<file path="src/rtl/oam_dma_ctrl_pkg.sv">
// Shared 2A03 bus definitions: fixed register addresses, bus direction encoding
// and the OAM DMA state encoding.
package nes_bus_pkg;

    localparam logic [15:0] DMA_REG_ADDR  = 16'h4014;
    localparam logic [15:0] OAM_DATA_ADDR = 16'h2004;

    localparam logic RW_READ  = 1'b1;
    localparam logic RW_WRITE = 1'b0;

    // READ and WRITE share the low code 2'b11; bit 2 is the read/write phase.
    typedef enum logic [2:0] {
        ST_IDLE  = 3'd0,
        ST_HALT  = 3'd1,
        ST_ALIGN = 3'd2,
        ST_READ  = 3'd3,
        ST_WRITE = 3'd7
    } state_t;

endpackage

</file>
<file path="src/rtl/oam_dma_ctrl_if.sv">
// CPU-side and system-bus-side signals of the OAM DMA engine.
// There is no handshake: every bus transfer completes in the cycle it is presented.
interface oam_dma_ctrl_if;

    logic [7:0] cpu_addr_l;
    logic [7:0] cpu_addr_h;
    logic       cpu_rw;
    logic [7:0] cpu_wdata;
    logic [7:0] cpu_rdata;
    logic       cpu_halt;

    logic [7:0] bus_addr_l;
    logic [7:0] bus_addr_h;
    logic       bus_rw;
    logic [7:0] bus_wdata;
    logic [7:0] bus_rdata;
    logic       dma_busy;

    // master: CPU core plus system memory; slave: the DMA engine in between.
    modport master (
        output cpu_addr_l, cpu_addr_h, cpu_rw, cpu_wdata, bus_rdata,
        input  cpu_rdata, cpu_halt, bus_addr_l, bus_addr_h, bus_rw, bus_wdata, dma_busy
    );

    modport slave (
        input  cpu_addr_l, cpu_addr_h, cpu_rw, cpu_wdata, bus_rdata,
        output cpu_rdata, cpu_halt, bus_addr_l, bus_addr_h, bus_rw, bus_wdata, dma_busy
    );

endinterface

</file>
<file path="src/rtl/oam_dma_ctrl_byte_counter.sv">
// 8-bit source index counter for the OAM copy; wraps naturally from 8'hFF to 0.
module dma_byte_counter (
    input  logic       clk,
    input  logic       rst,
    input  logic       clear_i,
    input  logic       inc_i,
    output logic [7:0] count_o,
    output logic       last_o
);

    logic [7:0] count_q;
    logic [7:0] count_d;

    always_comb begin
        count_d = count_q;
        if (clear_i) begin
            count_d = 8'd0;
        end else if (inc_i) begin
            count_d = count_q + 8'd1;
        end
    end

    always_ff @(posedge clk) begin
        if (rst) begin
            count_q <= 8'd0;
        end else begin
            count_q <= count_d;
        end
    end

    assign count_o = count_q;
    assign last_o  = (count_q == 8'hFF);

endmodule

</file>
<file path="src/rtl/oam_dma_ctrl.sv">
// 2A03 sprite DMA: a CPU write to the DMA register halts the core and copies one
// 256-byte page to the OAM data port; otherwise CPU traffic passes straight through.
module oam_dma_ctrl #(
    parameter logic [15:0] DMA_REG_ADDR  = nes_bus_pkg::DMA_REG_ADDR,
    parameter logic [15:0] OAM_DATA_ADDR = nes_bus_pkg::OAM_DATA_ADDR,
    parameter bit          ALIGN_ENABLE  = 1'b1
) (
    input  logic                clk,
    input  logic                rst,
    oam_dma_ctrl_if.slave       bus_if,
    output nes_bus_pkg::state_t state_o
);

    import nes_bus_pkg::*;

    state_t      state_q;
    state_t      state_d;
    logic [7:0]  page_q;
    logic [7:0]  page_d;
    logic [7:0]  latch_q;
    logic [7:0]  latch_d;
    logic        parity_q;

    logic [7:0]  idx;
    logic        idx_last;
    logic        idx_inc;
    logic        start;

    logic [15:0] cpu_addr;
    logic [15:0] bus_addr;
    logic        bus_rw;
    logic [7:0]  bus_wdata;
    logic        halt;

    assign cpu_addr = {bus_if.cpu_addr_h, bus_if.cpu_addr_l};
    assign start    = (state_q == ST_IDLE) && (bus_if.cpu_rw == RW_WRITE)
                      && (cpu_addr == DMA_REG_ADDR);
    assign idx_inc  = (state_q == ST_WRITE);

    dma_byte_counter u_idx (
        .clk     (clk),
        .rst     (rst),
        .clear_i (start),
        .inc_i   (idx_inc),
        .count_o (idx),
        .last_o  (idx_last)
    );

    always_comb begin
        state_d   = state_q;
        page_d    = page_q;
        latch_d   = latch_q;
        bus_addr  = cpu_addr;
        bus_rw    = bus_if.cpu_rw;
        bus_wdata = bus_if.cpu_wdata;
        halt      = 1'b0;
        case (state_q)
            ST_IDLE: begin
                // The register write itself still reaches the bus.
                if (start) begin
                    state_d = ST_HALT;
                    page_d  = bus_if.cpu_wdata;
                end
            end
            ST_HALT: begin
                halt    = 1'b1;
                state_d = (ALIGN_ENABLE && !parity_q) ? ST_ALIGN : ST_READ;
            end
            ST_ALIGN: begin
                halt    = 1'b1;
                bus_rw  = RW_READ;
                state_d = ST_READ;
            end
            ST_READ: begin
                halt     = 1'b1;
                bus_rw   = RW_READ;
                bus_addr = {page_q, idx};
                latch_d  = bus_if.bus_rdata;
                state_d  = ST_WRITE;
            end
            ST_WRITE: begin
                halt      = 1'b1;
                bus_rw    = RW_WRITE;
                bus_addr  = OAM_DATA_ADDR;
                bus_wdata = latch_q;
                state_d   = idx_last ? ST_IDLE : ST_READ;
            end
            default: begin
                state_d = ST_IDLE;
            end
        endcase
    end

    always_ff @(posedge clk) begin
        if (rst) begin
            state_q  <= ST_IDLE;
            page_q   <= 8'd0;
            latch_q  <= 8'd0;
            parity_q <= 1'b0;
        end else begin
            state_q  <= state_d;
            page_q   <= page_d;
            latch_q  <= latch_d;
            parity_q <= ~parity_q;
        end
    end

    assign bus_if.bus_addr_l = bus_addr[7:0];
    assign bus_if.bus_addr_h = bus_addr[15:8];
    assign bus_if.bus_rw     = bus_rw;
    assign bus_if.bus_wdata  = bus_wdata;
    assign bus_if.cpu_rdata  = bus_if.bus_rdata;
    assign bus_if.cpu_halt   = halt;
    assign bus_if.dma_busy   = (state_q != ST_IDLE);
    assign state_o           = state_q;

endmodule

</file>
<file path="src/flat_wrapper.sv">
// flat-port wrapper written by rule: the top's interface ports become plain ports
module oam_dma_ctrl_flat import nes_bus_pkg::*;
#(
    parameter logic [15:0] DMA_REG_ADDR  = nes_bus_pkg::DMA_REG_ADDR,
    parameter logic [15:0] OAM_DATA_ADDR = nes_bus_pkg::OAM_DATA_ADDR,
    parameter bit          ALIGN_ENABLE  = 1'b1
)
  (clk, rst, state_o, bus_if_cpu_addr_l, bus_if_cpu_addr_h, bus_if_cpu_rw, bus_if_cpu_wdata, bus_if_bus_rdata, bus_if_cpu_rdata, bus_if_cpu_halt, bus_if_bus_addr_l, bus_if_bus_addr_h, bus_if_bus_rw, bus_if_bus_wdata, bus_if_dma_busy);
  oam_dma_ctrl_if bus_if_i ();
  input  logic clk;
  input  logic rst;
  output nes_bus_pkg::state_t state_o;
  input wire logic [$bits(bus_if_i.cpu_addr_l)-1:0] bus_if_cpu_addr_l;
  input wire logic [$bits(bus_if_i.cpu_addr_h)-1:0] bus_if_cpu_addr_h;
  input wire logic [$bits(bus_if_i.cpu_rw)-1:0] bus_if_cpu_rw;
  input wire logic [$bits(bus_if_i.cpu_wdata)-1:0] bus_if_cpu_wdata;
  input wire logic [$bits(bus_if_i.bus_rdata)-1:0] bus_if_bus_rdata;
  output wire logic [$bits(bus_if_i.cpu_rdata)-1:0] bus_if_cpu_rdata;
  output wire logic [$bits(bus_if_i.cpu_halt)-1:0] bus_if_cpu_halt;
  output wire logic [$bits(bus_if_i.bus_addr_l)-1:0] bus_if_bus_addr_l;
  output wire logic [$bits(bus_if_i.bus_addr_h)-1:0] bus_if_bus_addr_h;
  output wire logic [$bits(bus_if_i.bus_rw)-1:0] bus_if_bus_rw;
  output wire logic [$bits(bus_if_i.bus_wdata)-1:0] bus_if_bus_wdata;
  output wire logic [$bits(bus_if_i.dma_busy)-1:0] bus_if_dma_busy;
  assign bus_if_i.cpu_addr_l = bus_if_cpu_addr_l;
  assign bus_if_i.cpu_addr_h = bus_if_cpu_addr_h;
  assign bus_if_i.cpu_rw = bus_if_cpu_rw;
  assign bus_if_i.cpu_wdata = bus_if_cpu_wdata;
  assign bus_if_i.bus_rdata = bus_if_bus_rdata;
  assign bus_if_cpu_rdata = bus_if_i.cpu_rdata;
  assign bus_if_cpu_halt = bus_if_i.cpu_halt;
  assign bus_if_bus_addr_l = bus_if_i.bus_addr_l;
  assign bus_if_bus_addr_h = bus_if_i.bus_addr_h;
  assign bus_if_bus_rw = bus_if_i.bus_rw;
  assign bus_if_bus_wdata = bus_if_i.bus_wdata;
  assign bus_if_dma_busy = bus_if_i.dma_busy;
  oam_dma_ctrl #(.DMA_REG_ADDR(DMA_REG_ADDR), .OAM_DATA_ADDR(OAM_DATA_ADDR), .ALIGN_ENABLE(ALIGN_ENABLE)) u_core (.clk(clk), .rst(rst), .bus_if(bus_if_i), .state_o(state_o));
endmodule
</file>
<file path="config.mk">
export PLATFORM = sky130hd
export DESIGN_NAME = oam_dma_ctrl_flat
export DESIGN_NICKNAME = d
export VERILOG_FILES = /design/src/rtl/oam_dma_ctrl_pkg.sv /design/src/rtl/oam_dma_ctrl_if.sv /design/src/rtl/oam_dma_ctrl_byte_counter.sv /design/src/rtl/oam_dma_ctrl.sv /design/src/flat_wrapper.sv
export SDC_FILE = /design/constraint.sdc
export NUM_CORES = 1
export LEC_CHECK = 0
export CAP_MARGIN = 20
export CORE_MARGIN = 2
export CORE_UTILIZATION = 35
export DETAILED_ROUTE_END_ITERATION = 12
export PLACE_DENSITY = 0.66
export SETUP_SLACK_MARGIN = 0.2
export SYNTH_ARGS = -nofsm -noshare
export SYNTH_HDL_FRONTEND = slang
export SYNTH_SLANG_ARGS = --single-unit
export TNS_END_PERCENT = 10
</file>
<file path="constraint.sdc">
create_clock -name clk -period 1.63 [get_ports clk]
set_input_delay 0.2445 -clock clk [delete_from_list [all_inputs] [get_ports clk]]
set_output_delay 0.2445 -clock clk [all_outputs]
set_load 0.01 [all_outputs]
</file>
==> Yosys cells after proc, flatten, opt, wreduce, memory -nomap -nowiden <==
Cells that the tools add are included.
{ "totals": {"ff_bits": 28, "wordCells": 31, "inputBits": 35, "output_inout_bits": 38} }
{ "op_classes": {"bitwise": 2, "n_reduce_logical": 8, "muxes": 8, "eq_ne": 7, "n_addsub": 1} }
{ "ops": {"columns": ["op", "n"], "rows": [
  ["16-bit case mux with 2 select lines", 1],
  ["16-bit by 15-bit equality test with 1-bit output, second input constant", 1],
  ["3-bit case mux with 5 select lines", 1],
  ["8-bit by 1-bit adder with 8-bit output, second input constant", 1],
  ["8-bit equality test, second input constant", 1],
  ["8-bit two-way mux", 1],
  ["3-bit by 2-bit equality test with 1-bit output, second input constant", 2],
  ["2-bit OR reduction", 2],
  ["4-bit OR reduction", 1],
  ["3-bit by 1-bit equality test with 1-bit output, second input constant", 1],
  ["3-bit equality test, second input constant", 1],
  ["3-bit zero test", 1],
  ["3-bit two-way mux", 1],
  ["3-bit nonzero test", 1],
  ["1-bit logical AND", 2],
  ["1-bit two-way mux", 2],
  ["2-bit two-way mux", 1],
  ["2-bit by 1-bit inequality test with 1-bit output, second input constant", 1],
  ["1-bit inverter", 2],
  ["1-bit case mux with 2 select lines", 1],
  ["2-bit AND reduction", 1]
]} }

==> Logic depth before layout (Yosys ltp) <==
{ "depth": {"depth_word": 5, "mapped_depth": 6, "mapped_depth_nobuf": 5} }

==> Cells and area by module <==
From an unflattened synthesis, not the netlist that was laid out.
{ "hier_totals": {"hier_cells": 214, "hier_area_um2": 1577.8} }
{ "by_module_without_submodules": {"columns": ["mod", "instances", "area_per_inst_um2", "cells_per_inst", "seq_area_each_um2"], "rows": [
  ["oam_dma_ctrl", 1, 1223.7, 174, 400.4],
  ["dma_byte_counter", 1, 354.1, 40, 160.2]
]} }

==> Worst setup path before layout <==
No wires, ideal clock.
{ "synth_path": {"kind": "reg-to-output", "startpoint": "reg u_core.state_q[1], in the netlist u_core.state_o[1]", "endpoint": "out bus_if_bus_wdata[0]", "arrival_ns": 1.326, "slack_ns": 0.059, "required_ns": 1.385, "n_path_buf": 2, "path_stages_with_launch": 5, "path_cell_list": "dfxtp_1 > buf_2 > and3_1 > buf_2 > mux2_2"} }
{ "synth_between": {"elab_chain_len": 2} }
{ "synth_rtl": {"columns": ["item", "line", "rtl"], "rows": [
  ["from (decl)", "oam_dma_ctrl.sv:16", "state_t state_q;"],
  ["from (signal assigned)", "oam_dma_ctrl.sv:101", "state_q <= state_d;"],
  ["3-bit equality test", "oam_dma_ctrl.sv:57", "case (state_q)"],
  ["8-bit two-way mux", "oam_dma_ctrl.sv:57", null],
  ["to (decl)", "flat_wrapper.sv:23", "output wire logic [$bits(bus_if_i.bus_wdata)-1:0] bus_if_bus_wdata;"]
]} }
Every way passes these cells.

==> Final worst setup path <==
{ "layout_path": {"startpoint": "reg u_core.state_q[0], in the netlist u_core.state_o[0]", "endpoint": "out bus_if_bus_wdata[1]"} }
Same word-level chain as after synthesis.

==> key figures <==
Outcome
  – Status: finished, violations left
  – Failing checks: setup timing

Clock network
  – CTS clk-pin slew, worst paths: 0.09 ns
  – CTS H-tree depth: 1
  – Root Buffer: clkbuf_8
  – Worst skew pair latency: 0.28 ns
  – Clk buf depth: 2
  – Sink Count: 28
  – CTS tree: built
  – CTS buffer count: 3
  – Hold buffer count at cts: 0

Critical path
  – Setup CP Type: reg2out
  – Crit end category: output port
  – Crit-path leading delay family: flip-flops
  – Crit-path most repeated cell: buf_6
  – Reg2Reg Setup Slack: 0.09 ns
  – Startpoint types: register
  – CP arrival: 1.43 ns
  – Req. time, crit path: 1.39 ns
  – Max FO, Critical Path: 4
  – Cell Chain, Critical Path: and3_4, buf_6, mux2_4, buf_6
  – CP bufs+invs: 2
  – Slowest CP cell: dfxtp_4
  – Critical path's largest stage delay: 0.39 ns

STA
  – Setup TNS: -0.190 ns
  – Slew @ Worst Pin: 0.251 ns
  – Hold Fails Final Rpt: 0
  – Worst hold slack: 0.434 ns
  – Max_slew headroom: 83.2%
  – Setup violations, final: 5
  – Setup ws final: -0.0419 ns
  – Fmax: 598 MHz
  – Final worst-path cycle share: 103%
  – Final Slew Violations: 0
  – Crit path time final: 1.67 ns
  – Clock Skews: 0.00570 ns
  – Unrepaired setup endpoints after global routing: true

Floorplan
  – IO Count: 73
  – Initial Util: 37.0%
  – Die height: 72.4 um
  – Row count: 24
  – Die ar.: 5240 um2
  – Die W: 72.4 um
  – CORE AREA: 4410 um2

Placement
  – Post-DP Area: 2550 um2
  – Gpl congestion: 0.850
  – IO Port Bufs: 72
  – DP Wirelength: 3640 um

Synthesis
  – Count of cell types in the netlist: 33
  – Post-Syn Area: 1640 um2
  – Sequential area share after synthesis: 34.3%
  – Syn nets: 249
  – Yosys reg bits: 28
  – Cell count after synthesis: 213
  – Avg Inst Size Synth: 7.68 um2
  – Yosys warnings: 0

Drt
  – Drt wl/cell: 15.6 um
  – Total wire length: 5700 um
  – Drt first pass iters: 4
  – # DRC: 0
  – Vias per Instance: 5.01
  – ANT nets after route: 0
  – Detailed-route via count: 1828
  – Initial DRC Count: 92

Layout
  – Fillers: 383
  – Antenna diodes: 0
  – Layout cell share with drive strength beyond 1: 35.1%
  – Post-route cell area: 2870 um2
  – Area Growth Syn to Fin: 75.7%
  – Commonest non-fill, non-tap cell in the layout: nand2_1
  – Post-layout util: 65.1%
  – Fin nets: 350
  – Most frequent cells in the layout: nand2_1 (50), buf_4 (32), dfxtp_1 (24), clkdlybuf4s50_1 (22), buf_2 (19)

Global routing
  – Vias in the first global route: 1874
  – GR Overflow Total: 0
  – Global Route Usage Sum: 21.8%
  – First-pass GRT wire length: 8840 um
  – Initial antenna violation count: 0
  – Largest net degree at the start of global routing: 21

Power
  – PwrDens: 530 nW/um2
  – Leak: 1.32 nW
  – Max VDD drop: 0.315 mV

Run
  – Max-cap violations: 0

Worst hold path
  – Hold WC Path Type: reg2reg
[registers in the layout, summed over array words and instances (netlist names)]
signal	count
u_core.latch_q	8
u_core.page_q	8
u_core.u_idx.count_o	8
u_core.state_o	3
u_core.parity_q	1
[final timing paths]
kind	start	to	depth (start not counted)
hold / removal	u_core.parity_q	u_core.parity_q	1
setup reg to reg	u_core.state_o[0]	u_core.page_q[6]	8
setup / recovery	u_core.state_o[0]	bus_if_bus_wdata[1]	4
hold reg to reg	u_core.parity_q	u_core.parity_q	1
[per-layer routing]
| layer | vias up | track usage (%) | part of all wire, % | wire, um |
|---|---|---|---|---|
| li1 | 909 | - | - | - |
| met1 | 840 | 26.7 | 42 | 2400 |
| met2 | 69 | 37.2 | 49 | 2800 |
| met3 | 10 | 2.50 | 6.3 | 358 |
| met4 | 0 | 11.5 | 2.5 | 145 |
| met5 | - | 0 | 0 | 0 |
[Yosys cell counts]
cell	instances	area, um2
a211o_1	1	8.76
a21o_1	2	15.0
a21oi_1	9	45.0
a31o_2	1	8.76
and3_1	1	6.26
and4bb_2	1	12.5
buf_1	1	3.75
buf_2	3	15.0
buf_4	8	60.1
buf_6	1	11.3
clkbuf_1	8	30.0
dfxtp_1	28	561
ha_1	1	12.5
inv_1	3	11.3
inv_2	1	3.75
mux2_2	8	90.1
mux2i_1	9	90.1
nand2_1	52	195
nand2b_1	18	113
nand3_1	3	15.0
nand4_1	3	18.8
nor2_1	8	30.0
nor2b_1	1	6.26
nor3_1	9	45.0
nor3_4	1	16.3
nor3b_1	1	7.51
nor4_1	3	18.8
nor4_2	1	12.5
nor4b_2	1	15.0
o21ai_0	18	90.1
or3_1	1	6.26
xnor2_1	4	35.0
xor2_1	3	26.3
[what timing repair did]
item                       4_1_cts  5_1_grt
pin swaps                       12        8
cloned                           3        0
setup endpoints to repair       56       46
resized for setup              179       25
buffers inserted                 8        6
[power breakdown]
part	internal, mW	total [mW]	switching [mW]
clock network	0.217	0.442	0.225
registers	0.689	0.698	0.00887
logic	0.221	0.381	0.160
[through the flow]
step / setup slack, ns / power (mW) / cells
5_1_grt: -0.0692 / 1.59 / 365
4_1_cts: -0.0338 / 1.52 / 359
3_3_place_gp: -0.261 / 1.09 / 344
6_report: -0.0419 / 1.52 / 365
2_1_floorplan: 0.158 / 0.856 / 213
3_5_place_dp: -0.302 / 1.10 / 344
[area by class of cell]
type                    count  area, um2  area share [%]
flip-flops and latches     28        573            19.9
multi-input cells         161       1110            38.5
repair buffers            116       1050            36.6
inverters                   4       22.5           0.784
well taps                  52       65.1            2.26
clock buffers               4       55.1            1.92
[kinds of logic after synthesis]
group / after synthesis / synth area share (%)
muxes: 17 / 11.0
AOI/OAI and AO/OA: 31 / 10.3
xor gates and xnor gates: 7 / 3.75
and+or+nand+nor: 104 / 31.7
DFF: 28 / 34.3
adders and majority gates: 1 / 0.765
buffers and inverters: 25 / 8.26
Power figures use the tool's default switching activity.
